### config.mk
export PLATFORM = sky130hd
export DESIGN_NAME = mem_sched
export DESIGN_NICKNAME = d
export VERILOG_FILES = /design/src/rtl/mem_sched.sv
export SDC_FILE = /design/constraint.sdc
export NUM_CORES = 1
export LEC_CHECK = 0
export CAP_MARGIN = 20
export CORE_AREA = 2 2 146 134
export DETAILED_ROUTE_END_ITERATION = 8
export DIE_AREA = 0 0 148 136
export DONT_BUFFER_PORTS = 1
export GPL_ROUTABILITY_DRIVEN = 0
export GPL_TIMING_DRIVEN = 0
export PLACE_DENSITY = 0.46
export SYNTH_ARGS = -nofsm -noshare
export SYNTH_HDL_FRONTEND = slang
export SYNTH_SLANG_ARGS = --single-unit
### constraint.sdc
create_clock -name clk_i -period 2.1 [get_ports clk_i]
set_input_delay 0.315 -clock clk_i [delete_from_list [all_inputs] [get_ports clk_i]]
set_output_delay 0.315 -clock clk_i [all_outputs]
set_load 0.02 [all_outputs]
### src/rtl/mem_sched.sv
// Two-port load/store scheduler: round-robin arbitration in front of a single
// word-wide synchronous memory, with sub-word lane steering and load extension.
module mem_sched (
    input  logic        clk_i,
    input  logic        rst_ni,
    input  logic [1:0]  req_i,
    input  logic [1:0]  we_i,
    input  logic [1:0]  sext_i,
    input  logic [1:0]  size0_i,
    input  logic [1:0]  size1_i,
    input  logic [31:0] addr0_i,
    input  logic [31:0] addr1_i,
    input  logic [31:0] wdata0_i,
    input  logic [31:0] wdata1_i,
    output logic [1:0]  gnt_o,
    output logic [1:0]  done_o,
    output logic [1:0]  err_o,
    output logic [31:0] rdata_o,
    output logic        m_en_o,
    output logic [3:0]  m_be_o,
    output logic [31:0] m_addr_o,
    output logic [31:0] m_wdata_o,
    input  logic [31:0] m_rdata_i
);

    typedef enum logic [1:0] {
        IDLE   = 2'd0,
        ACCESS = 2'd1,
        RESP   = 2'd2
    } state_t;

    state_t      state_q;
    logic        ready_q;
    logic        prio_q;
    logic        port_q;
    logic        we_q;
    logic        sext_q;
    logic [1:0]  size_q;
    logic [1:0]  off_q;
    logic        m_en_q;
    logic [3:0]  m_be_q;
    logic [31:0] m_addr_q;
    logic [31:0] m_wdata_q;
    logic [1:0]  done_q;
    logic [1:0]  err_q;

    logic        win_d;
    logic        sel_we_d;
    logic        sel_sext_d;
    logic [1:0]  sel_size_d;
    logic [31:0] sel_addr_d;
    logic [31:0] sel_wdata_d;
    logic        bad_d;
    logic [3:0]  be_d;
    logic [31:0] wdata_rep_d;
    logic        can_grant_d;
    logic [1:0]  win_onehot_d;

    // With both requesting, the port favoured by the pointer wins.
    assign win_d        = (&req_i) ? prio_q : req_i[1];
    assign win_onehot_d = win_d ? 2'b10 : 2'b01;
    // ready_q holds off any grant until the first edge after reset release.
    assign can_grant_d  = (state_q == IDLE) && ready_q && (|req_i);
    assign gnt_o        = can_grant_d ? win_onehot_d : 2'b00;

    assign sel_we_d    = we_i[win_d];
    assign sel_sext_d  = sext_i[win_d];
    assign sel_size_d  = win_d ? size1_i  : size0_i;
    assign sel_addr_d  = win_d ? addr1_i  : addr0_i;
    assign sel_wdata_d = win_d ? wdata1_i : wdata0_i;

    always_comb begin
        bad_d       = 1'b0;
        be_d        = 4'b0000;
        wdata_rep_d = 32'h0;
        case (sel_size_d)
            2'd0: begin
                bad_d       = (sel_addr_d[1:0] != 2'b00);
                be_d        = 4'b1111;
                wdata_rep_d = sel_wdata_d;
            end
            2'd1: begin
                bad_d       = sel_addr_d[0];
                be_d        = sel_addr_d[1] ? 4'b1100 : 4'b0011;
                wdata_rep_d = {2{sel_wdata_d[15:0]}};
            end
            2'd2: begin
                be_d        = 4'b0001 << sel_addr_d[1:0];
                wdata_rep_d = {4{sel_wdata_d[7:0]}};
            end
            default: begin
                bad_d = 1'b1;
            end
        endcase
    end

    always_ff @(posedge clk_i or negedge rst_ni) begin
        if (!rst_ni) begin
            state_q   <= IDLE;
            ready_q   <= 1'b0;
            prio_q    <= 1'b0;
            port_q    <= 1'b0;
            we_q      <= 1'b0;
            sext_q    <= 1'b0;
            size_q    <= 2'd0;
            off_q     <= 2'd0;
            m_en_q    <= 1'b0;
            m_be_q    <= 4'b0000;
            m_addr_q  <= 32'h0;
            m_wdata_q <= 32'h0;
            done_q    <= 2'b00;
            err_q     <= 2'b00;
        end else begin
            ready_q <= 1'b1;
            case (state_q)
                IDLE: begin
                    if (can_grant_d) begin
                        port_q <= win_d;
                        prio_q <= ~win_d;
                        we_q   <= sel_we_d;
                        sext_q <= sel_sext_d;
                        size_q <= sel_size_d;
                        off_q  <= sel_addr_d[1:0];
                        if (bad_d) begin
                            // Faulting accesses never touch memory.
                            state_q <= RESP;
                            done_q  <= win_onehot_d;
                            err_q   <= win_onehot_d;
                        end else begin
                            state_q   <= ACCESS;
                            m_en_q    <= 1'b1;
                            m_be_q    <= sel_we_d ? be_d : 4'b0000;
                            m_addr_q  <= {sel_addr_d[31:2], 2'b00};
                            m_wdata_q <= sel_we_d ? wdata_rep_d : 32'h0;
                        end
                    end
                end
                ACCESS: begin
                    state_q   <= RESP;
                    m_en_q    <= 1'b0;
                    m_be_q    <= 4'b0000;
                    m_addr_q  <= 32'h0;
                    m_wdata_q <= 32'h0;
                    done_q    <= port_q ? 2'b10 : 2'b01;
                    err_q     <= 2'b00;
                end
                RESP: begin
                    state_q <= IDLE;
                    done_q  <= 2'b00;
                    err_q   <= 2'b00;
                end
                default: begin
                    state_q <= IDLE;
                end
            endcase
        end
    end

    assign m_en_o    = m_en_q;
    assign m_be_o    = m_be_q;
    assign m_addr_o  = m_addr_q;
    assign m_wdata_o = m_wdata_q;
    assign done_o    = done_q;
    assign err_o     = err_q;

    // Memory data arrives during RESP, so extraction is combinational there.
    logic [15:0] half_lane;
    logic [7:0]  byte_lane;

    always_comb begin
        half_lane = off_q[1] ? m_rdata_i[31:16] : m_rdata_i[15:0];
        case (off_q)
            2'd0:    byte_lane = m_rdata_i[7:0];
            2'd1:    byte_lane = m_rdata_i[15:8];
            2'd2:    byte_lane = m_rdata_i[23:16];
            default: byte_lane = m_rdata_i[31:24];
        endcase
        rdata_o = 32'h0;
        if ((state_q == RESP) && !we_q && (err_q == 2'b00)) begin
            case (size_q)
                2'd0:    rdata_o = m_rdata_i;
                2'd1:    rdata_o = {{16{sext_q & half_lane[15]}}, half_lane};
                2'd2:    rdata_o = {{24{sext_q & byte_lane[7]}}, byte_lane};
                default: rdata_o = 32'h0;
            endcase
        end
    end

endmodule

==> impl_metrics.env <==
export IMPL_syn_avg_cell_area_um2=9.351
export IMPL_synth_area_um2=5470
export IMPL_fin_crit_ps=2175
export IMPL_grt_pass1_vias=5261
export IMPL_wl_per_cell_um=24.56
export IMPL_cp_start_kind="register"
export IMPL_htree_levels=3
export IMPL_critPathMaxStageDelay_ps=370
export IMPL_ys_ff_latch=82
export IMPL_fillers=1857
export IMPL_grt_max_degree=83
export IMPL_synth_area_leaders="dfrtp_1 (38%), mux2i_1 (10%), o2bb2ai_1 (6.2%)"
export IMPL_area_growth_pct=29.80
export IMPL_wirelength_um=21560
export IMPL_timing_fmax_mhz=459.7
export IMPL_cts_sinks=82
export IMPL_finalClockSkew_ps=16.24
export IMPL_place_area_um2=5787
export IMPL_synth_top_flop_cell="dfrtp_1"
export IMPL_insertion_delay_ps=350
export IMPL_p_clk_share_pct=15.5
export IMPL_dieArea_um2=20130
export IMPL_nNetsFinal=797
export IMPL_synthCells=585
export IMPL_synth_top_cell_area_share_pct=37.51
export IMPL_ir_drop_mv=0.5116
export IMPL_slew_headroom_pct=60.21
export IMPL_first_pass_iters=5
export IMPL_synth_edf_count=0
export IMPL_drt_iter0_drc=350
export IMPL_grtUsageTotal_pct=20.61
export IMPL_arrival_ps=1860
export IMPL_p_sw_share_pct=47.34
export IMPL_drv_slew=0
export IMPL_route_vias_total=5273
export IMPL_io_pins=279
export IMPL_power_frac_comb_pct=49.2
export IMPL_status="finished with violations"
export IMPL_setup_violations=26
export IMPL_finalInstanceArea_um2=7101
export IMPL_ys_async_sr_fraction_pct=100.0
export IMPL_finalWorstSetupSlack_ps=-75.28
export IMPL_violations="hold timing, setup timing"
export IMPL_rsz0062_at_grt="yes"
export IMPL_synth_yosys_seq_area_share_pct=37.51
export IMPL_fin_total_pwr_mw=9.990
export IMPL_drive_gt1_share_pct=29.39
export IMPL_antenna_found_initial=1
export IMPL_endpoint_kind="output port"
export IMPL_yosysMostFrequentCell="dfrtp_1"
export IMPL_synth_common_cells="dfrtp_1 (82), nand2_1 (61), mux2i_1 (57)"
export IMPL_start_util_pct=29.19
export IMPL_maxCapViolations=0
export IMPL_vias_per_cell=6.006
export IMPL_hold_ws_ps=-346.4
export IMPL_grt_pass1_wl_um=31710
export IMPL_ant_nets=0
export IMPL_synth_largest_area_cell="dfrtp_1"
export IMPL_die_h_um=136
export IMPL_tns_ps=-1092
export IMPL_required_ps=1780
export IMPL_clk_transition_reported_paths_ps=70
export IMPL_drcViolationCount=0
export IMPL_cellLeakagePower_nw=2.888
export IMPL_clockRootBuffer="clkbuf_16"
export IMPL_coreArea_um2=18740
export IMPL_port_buffer_count=0
export IMPL_synth_cell_type_count=56
export IMPL_internal_power_mw=5.261
export IMPL_hp_class="in2async"
export IMPL_finalHoldViolCount=82
export IMPL_dpl_hpwl_um=16160
export IMPL_finalCritPeriodShare_pct=103.6
export IMPL_slowest_stage="dfrtp_1"
export IMPL_numCtsBuffers=9
export IMPL_crit_fanout=8
export IMPL_yosysWarnings=0
export IMPL_p_switching_mw=4.730
export IMPL_die_x_um=148
export IMPL_power_density_nw_per_um2=1407
export IMPL_rows=48
export IMPL_worstSetupPathType="reg2out"
export IMPL_cts_buffer_depth=2
export IMPL_tightestPinTransition_ps=585.2
export IMPL_path_cells="buf_6, buf_4, a31oi_1, nor2_2, o21ai_4, clkbuf_16, a21oi_4"
export IMPL_grt_ovfl_total=0
export IMPL_cts_tree="yes"
export IMPL_seq_power_share_pct=35.4
==> worst max-delay path, delay by kind of cell, from the launching register on <==
| family | cells | cell delay (ps) |
|---|---|---|
| compound gates | 3 | 530 |
| buf+inv | 3 | 520 |
| flops | 1 | 370 |
| simple gates | 1 | 80 |
==> power groups by stage <==
stage	logic (mW)	clock network, mW	registers (mW)
global placement	3.26	0	3.51
detailed placement	3.35	0	3.50
global route	5.25	1.63	3.62
CTS	4.61	1.57	3.54
floorplan	2.63	0	3.28
finish	4.91	1.54	3.54
==> state kept, by name (all words and copies together), names as in the netlist <==
signal / cells
m_wdata_o: 32
m_addr_o: 30
m_be_o: 4
done_o: 2
err_o: 2
off_q: 2
size_q: 2
state_q: 2
m_en_o: 1
port_q: 1
prio_q: 1
ready_q: 1
sext_q: 1
we_q: 1
==> cell families (layout without fill, tap and decap cells) <==
logic type,Yosys count,count (layout),synth area share [%]
AO/OA/AOI/OAI,209,209,28.87
AND/OR/NAND/NOR,150,150,12.74
flip-flops,82,82,37.51
multiplexers,75,75,14.34
buffers and inverters,63,103,5.490
adder cells (fa/ha/maj),4,4,0.9149
other,2,5,0.1373
==> routing by layer <==
layer  GRT usage (%)  routed length [um]  up-vias
met3           7.181                2221       32
met2           33.26               10010      299
met4           5.185                 409        0
met1           26.51                8920     2632
met5               0                   0        -
li1                -                   -     2310
==> layout make-up <==
class | count | area (um2) | share of cell area, %
Clock buffer | 11 | 242.7 | 3.419
Timing Repair Buffer | 25 | 240.2 | 3.383
Antenna cell | 2 | 5.005 | 0.07048
Tap cell | 250 | 312.8 | 4.405
Sequential cell | 82 | 2056 | 28.95
Multi-Input combinational cell | 441 | 3722 | 52.42
Buffer | 55 | 455.4 | 6.414
Clock inverter | 5 | 37.54 | 0.5286
Inverter | 7 | 28.78 | 0.4053
==> cell usage in the layout (no fill, tap or decap), drive strengths merged, types with 6 or more instances in the layout <==
| master | instances |
|---|---|
| a21o | 7 |
| a21oi | 38 |
| a221oi | 8 |
| a222oi | 7 |
| a22o | 17 |
| a32o | 13 |
| and3 | 9 |
| buf | 51 |
| clkbuf | 40 |
| dfrtp | 82 |
| inv | 8 |
| mux2 | 17 |
| mux2i | 57 |
| nand2 | 62 |
| nand2b | 6 |
| nand3 | 15 |
| nor2 | 34 |
| nor2b | 6 |
| o2111ai | 9 |
| o211ai | 16 |
| o21ai | 22 |
| o22ai | 11 |
| o2bb2ai | 39 |
| o32ai | 8 |
| or2 | 9 |
==> worst paths after layout <==
check	start	end	slack, ps	cells after the start
max	off_q[1]	rdata_o[23]	-80	7
min	rst_ni	m_wdata_o[26]	-350	0
max reg2reg	prio_q	m_wdata_o[29]	100	7
min reg2reg	port_q	port_q	510	2
max in group asynchronous	rst_ni	m_addr_o[28]	2310	0
min in group clk_i	sext_i[0]	sext_q	120	2
==> repair_timing <==
item	CTS	global route
hold endpoints to repair	82	82
gates cloned	4	1
setup endpoints to repair	68	99
resized for setup	138	46
buffers inserted	12	8
pin swaps	14	10
==> stage by stage <==
| stage | hold WS, ps | utilization [%] | instances | worst slack [ps] |
|---|---|---|---|---|
| final | -346.4 | 37.89 | 878 | -75.28 |
| after global routing | -359.5 | 37.88 | 877 | -148.6 |
| after CTS | -352.9 | 36.60 | 867 | -83.73 |
| after detailed placement | 21.06 | 30.88 | 836 | -266.4 |
| after global placement | 21.32 | 30.88 | 836 | -255.0 |
| after floorplan | 19.41 | - | 586 | 178.5 |
Power figures use the tool's default switching activity.
